[src/rtl/wam_pkg.sv]
// rtl/wam_pkg.sv - shared state codes, widths and BCD helper for the whac-a-mole controller
package wam_pkg;

  localparam int ST_W = 3;
  typedef logic [ST_W-1:0] st_t;

  localparam st_t ST_IDLE  = 3'd0;
  localparam st_t ST_CNTDN = 3'd1;
  localparam st_t ST_PLAY  = 3'd2;
  localparam st_t ST_PAUSE = 3'd3;
  localparam st_t ST_OVER  = 3'd4;

  // Elaboration-time conversion of a 0..99 constant to {tens, ones} BCD
  function automatic logic [7:0] to_bcd(input int v);
    logic [3:0] tens;
    logic [3:0] ones;
    tens = 4'(v / 10);
    ones = 4'(v % 10);
    return {tens, ones};
  endfunction

endpackage

[src/rtl/wam_ctl_if.sv]
// rtl/wam_ctl_if.sv - board button levels in, enables/state/display values out of wam_ctl
interface wam_ctl_if;
  import wam_pkg::*;

  logic       start;
  logic       pse;
  logic       gen_en;
  logic       scr_en;
  logic       clr_scr;
  st_t        st;
  logic [7:0] sec_bcd;
  logic       over;

  modport master (
    output start, pse,
    input  gen_en, scr_en, clr_scr, st, sec_bcd, over
  );

  modport slave (
    input  start, pse,
    output gen_en, scr_en, clr_scr, st, sec_bcd, over
  );

endinterface

[src/rtl/wam_bcd_dn.sv]
// rtl/wam_bcd_dn.sv - two-digit BCD down counter with load, decrement and zero flag
module wam_bcd_dn #(
  parameter logic [7:0] RST_VAL = 8'h00
) (
  input  logic       clk,
  input  logic       clr_n,
  input  logic       load,
  input  logic [7:0] load_val,
  input  logic       dec,
  output logic [7:0] q,
  output logic       zero
);

  assign zero = (q == 8'h00);

  // Saturates at 00; ones borrow from tens
  always_ff @(posedge clk or negedge clr_n) begin
    if (!clr_n) begin
      q <= RST_VAL;
    end else if (load) begin
      q <= load_val;
    end else if (dec && !zero) begin
      if (q[3:0] == 4'd0) begin
        q <= {q[7:4] - 4'd1, 4'd9};
      end else begin
        q <= {q[7:4], q[3:0] - 4'd1};
      end
    end
  end

endmodule

[src/rtl/wam_ctl.sv]
// rtl/wam_ctl.sv - game-round sequencer and seconds timer; WAM_CTL_PAUSE_EN enables PAUSE
module wam_ctl
  import wam_pkg::*;
#(
  parameter int TICK_DIV  = 100_000_000,
  parameter int ROUND_SEC = 60,
  parameter int CD_SEC    = 3
) (
  input  logic     clk,
  input  logic     clr_n,
  wam_ctl_if.slave bus
);

  localparam int             CW        = $clog2(TICK_DIV);
  localparam logic [CW-1:0]  WRAP      = CW'(TICK_DIV - 1);
  localparam logic [7:0]     ROUND_BCD = to_bcd(ROUND_SEC);
  localparam logic [7:0]     CD_BCD    = to_bcd(CD_SEC);

  st_t           state;
  st_t           state_nx;
  logic          start_d1, start_d2, pse_d1, pse_d2;
  logic          start_edge, pse_edge;
  logic [CW-1:0] pcnt;
  logic          wrap, run, pse_hit, tick;
  logic [7:0]    sec;
  logic          sec_zero, sec_one;
  logic          enter_cd, load, dec;
  logic [7:0]    load_val;
  logic          gen_en_nx, clr_scr_nx, over_nx;
  logic          gen_en_q, clr_scr_q, over_q;

  always_ff @(posedge clk or negedge clr_n) begin
    if (!clr_n) begin
      start_d1 <= 1'b0;
      start_d2 <= 1'b0;
      pse_d1   <= 1'b0;
      pse_d2   <= 1'b0;
    end else begin
      start_d1 <= bus.start;
      start_d2 <= start_d1;
      pse_d1   <= bus.pse;
      pse_d2   <= pse_d1;
    end
  end

  assign start_edge = start_d1 & ~start_d2;
`ifdef WAM_CTL_PAUSE_EN
  assign pse_edge = pse_d1 & ~pse_d2;
`else
  logic unused_pse;
  assign unused_pse = pse_d1 ^ pse_d2;
  assign pse_edge   = 1'b0;
`endif

  assign wrap    = (pcnt == WRAP);
  assign run     = (state == ST_CNTDN) || (state == ST_PLAY);
  assign pse_hit = (state == ST_PLAY) && pse_edge;
  // A pause request wins over a tick; the wrap value is kept so the tick fires on resume
  assign tick    = run && wrap && !pse_hit;
  assign sec_one = (sec == 8'h01);

  always_ff @(posedge clk or negedge clr_n) begin
    if (!clr_n) begin
      pcnt <= '0;
    end else if (enter_cd || tick) begin
      pcnt <= '0;
    end else if (run && !wrap) begin
      pcnt <= pcnt + 1'b1;
    end
  end

  always_ff @(posedge clk or negedge clr_n) begin
    if (!clr_n) begin
      state     <= ST_IDLE;
      gen_en_q  <= 1'b0;
      clr_scr_q <= 1'b0;
      over_q    <= 1'b0;
    end else begin
      state     <= state_nx;
      gen_en_q  <= gen_en_nx;
      clr_scr_q <= clr_scr_nx;
      over_q    <= over_nx;
    end
  end

  always_comb begin
    state_nx = state;
    case (state)
      ST_IDLE:  if (start_edge) state_nx = ST_CNTDN;
      ST_CNTDN: if (tick && sec_one) state_nx = ST_PLAY;
      ST_PLAY: begin
        if (pse_hit)              state_nx = ST_PAUSE;
        else if (tick && sec_one) state_nx = ST_OVER;
      end
      ST_PAUSE: if (pse_edge) state_nx = ST_PLAY;
      ST_OVER:  if (start_edge) state_nx = ST_CNTDN;
      default:  state_nx = ST_IDLE;
    endcase
  end

  always_comb begin
    enter_cd   = (state_nx == ST_CNTDN) && (state != ST_CNTDN);
    gen_en_nx  = (state_nx == ST_PLAY);
    over_nx    = (state_nx == ST_OVER);
    clr_scr_nx = enter_cd;
    load       = 1'b0;
    load_val   = ROUND_BCD;
    if (enter_cd) begin
      load     = 1'b1;
      load_val = CD_BCD;
    end else if ((state == ST_CNTDN) && (state_nx == ST_PLAY)) begin
      load     = 1'b1;
    end else if ((state_nx == ST_IDLE) && (state != ST_IDLE)) begin
      load     = 1'b1;
    end
    dec = tick && !sec_zero && !load;
  end

  wam_bcd_dn #(
    .RST_VAL (ROUND_BCD)
  ) u_sec (
    .clk      (clk),
    .clr_n    (clr_n),
    .load     (load),
    .load_val (load_val),
    .dec      (dec),
    .q        (sec),
    .zero     (sec_zero)
  );

  assign bus.st      = state;
  assign bus.sec_bcd = sec;
  assign bus.gen_en  = gen_en_q;
  assign bus.scr_en  = gen_en_q;
  assign bus.clr_scr = clr_scr_q;
  assign bus.over    = over_q;

endmodule

[src/flat_wrapper.sv]
// flat-port wrapper written by rule: the top's interface ports become plain ports
module wam_ctl_flat import wam_pkg::*;
#(
  parameter int TICK_DIV  = 100_000_000,
  parameter int ROUND_SEC = 60,
  parameter int CD_SEC    = 3
)
  (clk, clr_n, bus_start, bus_pse, bus_gen_en, bus_scr_en, bus_clr_scr, bus_st, bus_sec_bcd, bus_over);
  wam_ctl_if bus_i ();
  input  logic clk;
  input  logic clr_n;
  input wire logic [$bits(bus_i.start)-1:0] bus_start;
  input wire logic [$bits(bus_i.pse)-1:0] bus_pse;
  output wire logic [$bits(bus_i.gen_en)-1:0] bus_gen_en;
  output wire logic [$bits(bus_i.scr_en)-1:0] bus_scr_en;
  output wire logic [$bits(bus_i.clr_scr)-1:0] bus_clr_scr;
  output wire logic [$bits(bus_i.st)-1:0] bus_st;
  output wire logic [$bits(bus_i.sec_bcd)-1:0] bus_sec_bcd;
  output wire logic [$bits(bus_i.over)-1:0] bus_over;
  assign bus_i.start = bus_start;
  assign bus_i.pse = bus_pse;
  assign bus_gen_en = bus_i.gen_en;
  assign bus_scr_en = bus_i.scr_en;
  assign bus_clr_scr = bus_i.clr_scr;
  assign bus_st = bus_i.st;
  assign bus_sec_bcd = bus_i.sec_bcd;
  assign bus_over = bus_i.over;
  wam_ctl #(.TICK_DIV(TICK_DIV), .ROUND_SEC(ROUND_SEC), .CD_SEC(CD_SEC)) u_core (.clk(clk), .clr_n(clr_n), .bus(bus_i));
endmodule
[config.mk]
export PLATFORM = sky130hd
export DESIGN_NAME = wam_ctl_flat
export DESIGN_NICKNAME = d
export VERILOG_FILES = /design/src/rtl/wam_pkg.sv /design/src/rtl/wam_ctl_if.sv /design/src/rtl/wam_bcd_dn.sv /design/src/rtl/wam_ctl.sv /design/src/flat_wrapper.sv
export SDC_FILE = /design/constraint.sdc
export NUM_CORES = 1
export LEC_CHECK = 0
export BUFFER_PORTS_ARGS = -buffer_cell sky130_fd_sc_hd__clkbuf_2
export CAP_MARGIN = 15
export CORE_MARGIN = 2
export CORE_UTILIZATION = 59
export DETAILED_ROUTE_END_ITERATION = 7
export PLACE_DENSITY = 0.78
export SYNTH_ARGS = -nofsm -noshare
export SYNTH_HDL_FRONTEND = slang
export SYNTH_HIERARCHICAL = 1
export SYNTH_SLANG_ARGS = --single-unit
[constraint.sdc]
create_clock -name clk -period 5.6 [get_ports clk]
set_input_delay 0.84 -clock clk [delete_from_list [all_inputs] [get_ports clk]]
set_output_delay 0.84 -clock clk [all_outputs]
set_load 0.03 [all_outputs]
# Word level (Yosys, flattened, before mapping)
# Index checks and enable logic that the tools add are counted.
dict set report classes {
  n_addsub 3
  eq_ne 10
  n_mux 13
  bitwise 2
  n_reduce_logical 24
}
# op count
set op_table {}
lappend op_table {{$mux W27} 2}
lappend op_table {{$add A27 B1 Y27 const B} 1}
lappend op_table {{$eq A27 B27 Y1 const B} 1}
lappend op_table {{$mux W8} 3}
lappend op_table {{$pmux W3 S4} 1}
lappend op_table {{$eq A3 B2 Y1 const B} 3}
lappend op_table {{$logic_and A1 B1 Y1} 9}
lappend op_table {{$mux W3} 3}
lappend op_table {{$eq A8 B1 Y1 const B} 1}
lappend op_table {{$logic_not A8 Y1} 1}
lappend op_table {{$sub A4 B1 Y4 const B} 2}
lappend op_table {{$mux W7} 1}
lappend op_table {{$eq A3 B1 Y1 const B} 2}
lappend op_table {{$eq A3 B3 Y1 const B} 2}
lappend op_table {{$logic_not A3 Y1} 2}
lappend op_table {{$reduce_bool A2 Y1} 3}
lappend op_table {{$logic_not A4 Y1} 1}
lappend op_table {{$logic_not A1 Y1} 3}
lappend op_table {{$mux W1} 3}
lappend op_table {{$ne A3 B1 Y1 const B} 1}
lappend op_table {{$reduce_bool A3 Y1} 1}
lappend op_table {{$logic_or A1 B1 Y1} 2}
lappend op_table {{$reduce_and A2 Y1} 1}
lappend op_table {{$reduce_or A2 Y1} 1}
lappend op_table {{other kinds (2)} 2}
dict set report totals {
  regBits 43
  input_bits 4
  output_inout_bits 15
  word_cells 61
}

# Logic depth before layout (Yosys ltp)
dict set report depth {
  word_depth 16
  mapped_depth 10
}

# By module
# The synthesis kept the hierarchy.
# mod instances cells_per_inst area_each_um2
set modules_own_cells {}
lappend modules_own_cells {wam_ctl 1 222 2001.9}
lappend modules_own_cells {wam_bcd_dn 1 51 499.2}

# Worst setup path before layout
# Ideal clock, no wire load.
dict set report synth_timing {
  path_kind {register -> register}
  startpoint {reg u_core.state[1] (netlist: u_core/bus.st[1])}
  endpoint {reg u_core.u_sec.q[7]}
  setup_ps 125
  t_arrival_ps 2678
  path_slack_ps 2797
  path_stages_with_launch 10
  path_buffers 1
  period_less_slack_ps 2803
  cell_sequence {dfrtp_1 -> buf_2 -> xor2_2 -> nand2b_1 -> nor4_2 -> o2111a_1 -> or3b_4 -> nor4_2 -> xor2_1 -> mux2_2}
}
dict set report synth_between {
  elab_chain_cells 16
  word_cells_on_any_way 32
  classes_between {eq/ne: 7; mux: 8; reduce/logical: 17}
}
# element line
set synth_lines {}
lappend synth_lines {{start: declaration} wam_ctl.sv:19} ;# st_t state;
lappend synth_lines {{start signal: assignment} wam_ctl.sv:79} ;# state <= state_nx;
lappend synth_lines {{$eq A3 B1 Y1 / $eq A3 B2 Y1 (equally long branches)} {wam_ctl.sv:56, wam_ctl.sv:88, wam_ctl.sv:111}}
lappend synth_lines {{$logic_or A1 B1 Y1} wam_ctl.sv:56} ;# assign run = (state == ST_CNTDN) || (state == ST_PLAY);
lappend synth_lines {{$logic_and A1 B1 Y1} wam_ctl.sv:59} ;# assign tick = run && wrap && !pse_hit;
lappend synth_lines {{$logic_and A1 B1 Y1} {wam_ctl.sv:90, wam_ctl.sv:93}}
lappend synth_lines {{$mux W3, on equally long branches} {wam_ctl.sv:93, wam_ctl.sv:90}}
lappend synth_lines {{$pmux W3 S4} wam_ctl.sv:88} ;# case (state)
lappend synth_lines {{$logic_not A3 Y1} wam_ctl.sv:113} ;# end else if ((state_nx == ST_IDLE) && (state != ST_IDLE)) begin
lappend synth_lines {{$logic_and A1 B1 Y1} wam_ctl.sv:113}
lappend synth_lines {{$mux W1} wam_ctl.sv:113}
lappend synth_lines {{$mux W1} wam_ctl.sv:111} ;# end else if ((state == ST_CNTDN) && (state_nx == ST_PLAY)) begin
lappend synth_lines {{$mux W1} wam_ctl.sv:108} ;# if (enter_cd) begin
lappend synth_lines {{$logic_not A1 Y1} wam_ctl.sv:116} ;# dec = tick && !sec_zero && !load;
lappend synth_lines {{$logic_and A1 B1 Y1 (*)} wam_ctl.sv:116}
lappend synth_lines {{named net u_core.dec} wam_ctl.sv:27} ;# logic enter_cd, load, dec;
lappend synth_lines {{$logic_and A1 B1 Y1 (*)} wam_bcd_dn.sv:22} ;# end else if (dec && !zero) begin
lappend synth_lines {{$reduce_bool A2 Y1 (no line) (*)} --}
lappend synth_lines {{$reduce_and A2 Y1 (no line) (*)} --}
lappend synth_lines {{end signal: assignment} wam_bcd_dn.sv:21} ;# q <= load_val;
lappend synth_lines {{end signal: assignment} wam_bcd_dn.sv:24} ;# q <= {q[7:4] - 4'd1, 4'd9};
lappend synth_lines {{end signal: assignment} wam_bcd_dn.sv:26} ;# q <= {q[7:4], q[3:0] - 4'd1};
lappend synth_lines {{end: declaration} wam_bcd_dn.sv:10} ;# output logic [7:0] q,
# Mark *: on every way through the listed nets, which the timed path passes. The rest lies on a longest branch.
# A chain may end at the register's enable or synchronous reset.

# Worst setup path after layout
# Same ends and word-level chain as after synthesis.

==> metrics.md <==
| Metric | Value |
|---|---|
| Hold Path Class | register to register |
| Startpoint type of the worst setup path | register |
| DR WL/cell | 15.0 um |
| Fin Setup TNS | 0 ps |
| Critical R2R Launch | u_core/bus.st[1] |
| Grt met2 use | 0.397 |
| Mean Syn Cell Area | 9.16 um^2 |
| Boundary pin count | 19 |
| Mux share of post-synthesis cell area | 0.0215 |
| Post-synthesis async set-or-reset flop share | 1.00 |
| CP Class | register to register |
| H-tree Lvls | 2 |
| Crit path time final | 3190 ps |
| Setup violations, final | 0 |
| Vias in the first global route | 2081 |
| FF+latch count, synth | 43 |
| Hold path startpoint | u_core/start_d1 |
| RSZ-0062 raised after global routing | no |
| Commonest non-fill, non-tap cell in the layout | dfrtp_1 |
| Vias after detailed routing | 2046 |
| CTS root buf | clkbuf_8 |
| Max cap viols | 0 |
| RD Place Congestion | 0.841 |
| Synthesized-area fraction occupied by adder cells | 0.0150 |
| Total global routing overflow | 0 |
| Hold depth | 0 |
| CTS Buf Count | 5 |
| Post-Synth XOR/XNOR Area | 0.0765 |
| Register area share after synthesis | 0.431 |
| Synth Flop Type | dfrtp_1 |
| Die extent in x | 69.1 um |
| Distinct cells, synth | 52 |
| Final Cycle Share | 0.570 |
| Die Footprint | 0.00478 mm^2 |
| Cell row count | 23 |
| Final wirelength | 5090 um |
| Slew Viols, Final | 0 |
| Most frequent cells in the layout | 41 x dfrtp_1, 37 x nor2_1, 20 x nand2_1 |
| Leakage power | 1.09 nW |
| Clock tree skew after final layout | 6.40 ps |
| Initial core utilization | 0.621 |
| Layout area overhead | 8.15% |
| Clock latency at the later pin of the worst-skew pair | 300 ps |
| Layout Nets | 295 |
| Final hold viol count | 0 |
| Measured slew at the worst slew-check pin | 924 ps |
| CP Launch Point | u_core/bus.st[1] |
| Max Fanout on Critical Path | 12 |
| Die height | 69.1 um |
| First-pass GRT wire length | 8960 um |
| Drt pass-1 iters | 4 |
| Diode count | 0 |
| Detailed Place HPWL | 3480 um |
| Antenna violations before repair | 0 |
| R2R Setup Slk | 2410 ps |
| End point of the worst hold path | u_core/start_d2 |
| Post-synth EDFFs | 0 |
| Top Usage Layer GRT | met2 |
| Max_slew headroom | 0.382 |
| Complex-gate fraction of the synthesized area | 0.103 |
| Synth warn | 6 |
| Syn Std Cell Area | 0.00250 mm^2 |
| Gr usage total | 0.227 |
| M3 GR Usage | 0.0453 |
| Max Root-Sink Buffers | 2 |
| Peak supply drop | 235 uV |
| Outcome | completed |
| Detailed Route Iter0 Violations | 134 |
| Largest family of logic cells by synthesized area | simple AND/OR/NAND/NOR gates |
| Post-CTS setup buffers | 0 |
| Reg2reg end | u_core/u_sec/q[7] |
| Routed vias/inst | 6.04 |
| Share of post-route cells with drive strength above 1 | 0.152 |
| Core ar. | 0.00403 mm^2 |
| Clock Pin Slew Worst Setup and Hold Paths | 80 ps |
| Fmax | 313 MHz |
| Routed Antenna Nets | 0 |
| PortBufs | 17 |
| Hold WS | 375 ps |
| Hold_buf cts | 0 |
| Critical path required time | 5790 ps |
| Clock Sinks | 43 |
| Post-Synth Simple-Gate Area | 0.312 |
| Post-CTS Resized | 0 |
| Gate Count Post-Synth | 273 |
| WP data arrival | 3380 ps |
| DRC viols | 0 |
| Met1 Usage GRT | 0.274 |
| R2r worst-path depth | 8 |
| Crit end category | register |
| PD cells | 293 mW/mm^2 |
| CTS tree | yes |
| Pin count of the biggest net entering global routing | 44 |
-- cell families (layout without fill, tap and decap cells) --
kind of cell | count (synthesis) | after routing
simple gates | 139 | 139
flops | 43 | 43
xor+xnor | 21 | 21
fa+ha+maj | 3 | 3
compound gates | 39 | 39
buf+inv | 22 | 35
mux | 5 | 5
other cells | 1 | 4
-- cells in the mapped netlist (2+ instances only) --
cell type,instances,area share
mux2_2,3,0.014
dfstp_2,2,0.021
a31o_1,2,0.0070
ha_1,3,0.015
nor2_1,37,0.056
nor3b_1,5,0.015
and4_1,2,0.0070
mux2i_1,2,0.0080
a21oi_1,8,0.016
buf_4,2,0.0060
o31ai_1,3,0.0090
nor4_2,2,0.010
nor2b_1,6,0.015
xnor2_1,15,0.053
nand3_1,7,0.014
o21a_1,4,0.012
clkbuf_1,6,0.0090
and3_1,3,0.0075
a211oi_1,2,0.0060
nand2b_1,4,0.010
dfrtp_1,41,0.41
o21ai_0,12,0.024
nor4_1,11,0.028
nand2_1,20,0.030
inv_1,7,0.011
or3_1,3,0.0075
nor3_1,10,0.020
or2_2,2,0.0050
or4_1,3,0.0090
buf_2,6,0.012
xor2_1,5,0.018
nand4_1,13,0.033
nor4b_1,3,0.011
-- cell type report --
| class | instances | area (um^2) |
|---|---|---|
| clock buffer | 6 | 72.6 |
| clock inverter | 2 | 12.5 |
| fill | 337 | 1320 |
| inverter | 8 | 30.0 |
| multi-input combinational | 211 | 1340 |
| sequential | 43 | 1080 |
| tap | 50 | 62.6 |
| timing repair buffer | 19 | 113 |
-- worst max-delay path, cell delays in order, from the launching register on --
cell and delay (ps):
dfrtp_1 560, xor2_2 240, nand2b_1 300, nor4_2 570
o2111a_1 330, or3b_4 440, nor4_2 270, xor2_1 100
mux2_2 270
-- layer usage --
layer	wire length, um	part of all wire
met1	2350	0.46
met4	53	0.010
met3	132	0.026
met2	2550	0.50
met5	0	0
-- flip-flops by register name, indices dropped and copies added, names as in the netlist --
name                count
u_core/bus.st           3
u_core/start_d2         1
u_core/pcnt            27
u_core/bus.gen_en       1
u_core/bus.over         1
u_core/u_sec/q          8
u_core/start_d1         1
u_core/bus.clr_scr      1
-- power by group --
group | total [mW] | internal (mW) | switching [mW]
logic | 0.190 | 0.0722 | 0.117
registers | 0.409 | 0.354 | 0.0545
clock network | 0.195 | 0.0872 | 0.108
-- worst max path at each step --
| stage | to | slack [ps] | cells past startpoint |
|---|---|---|---|
| finish | u_core/u_sec/q[7] | 2410 | 8 |
| global route | u_core/u_sec/q[5] | 2090 | 8 |
| CTS | u_core/u_sec/q[7] | 2440 | 8 |
| detailed placement | u_core/u_sec/q[7] | 2460 | 8 |
| global placement | u_core/u_sec/q[7] | 2480 | 8 |
| floorplan | u_core/u_sec/q[7] | 2800 | 9 |
-- per-stage QoR --
stage,area [um^2],setup slack [ps],util,instances,power (mW)
finish,2710,2410,0.671,339,0.793
global route,2710,2090,0.671,339,0.840
CTS,2690,2440,0.666,338,0.798
detailed placement,2600,2460,0.645,330,0.601
global placement,2600,2480,0.645,330,0.596
floorplan,2510,2800,-,276,0.549
(Power assumes the default switching activity.)
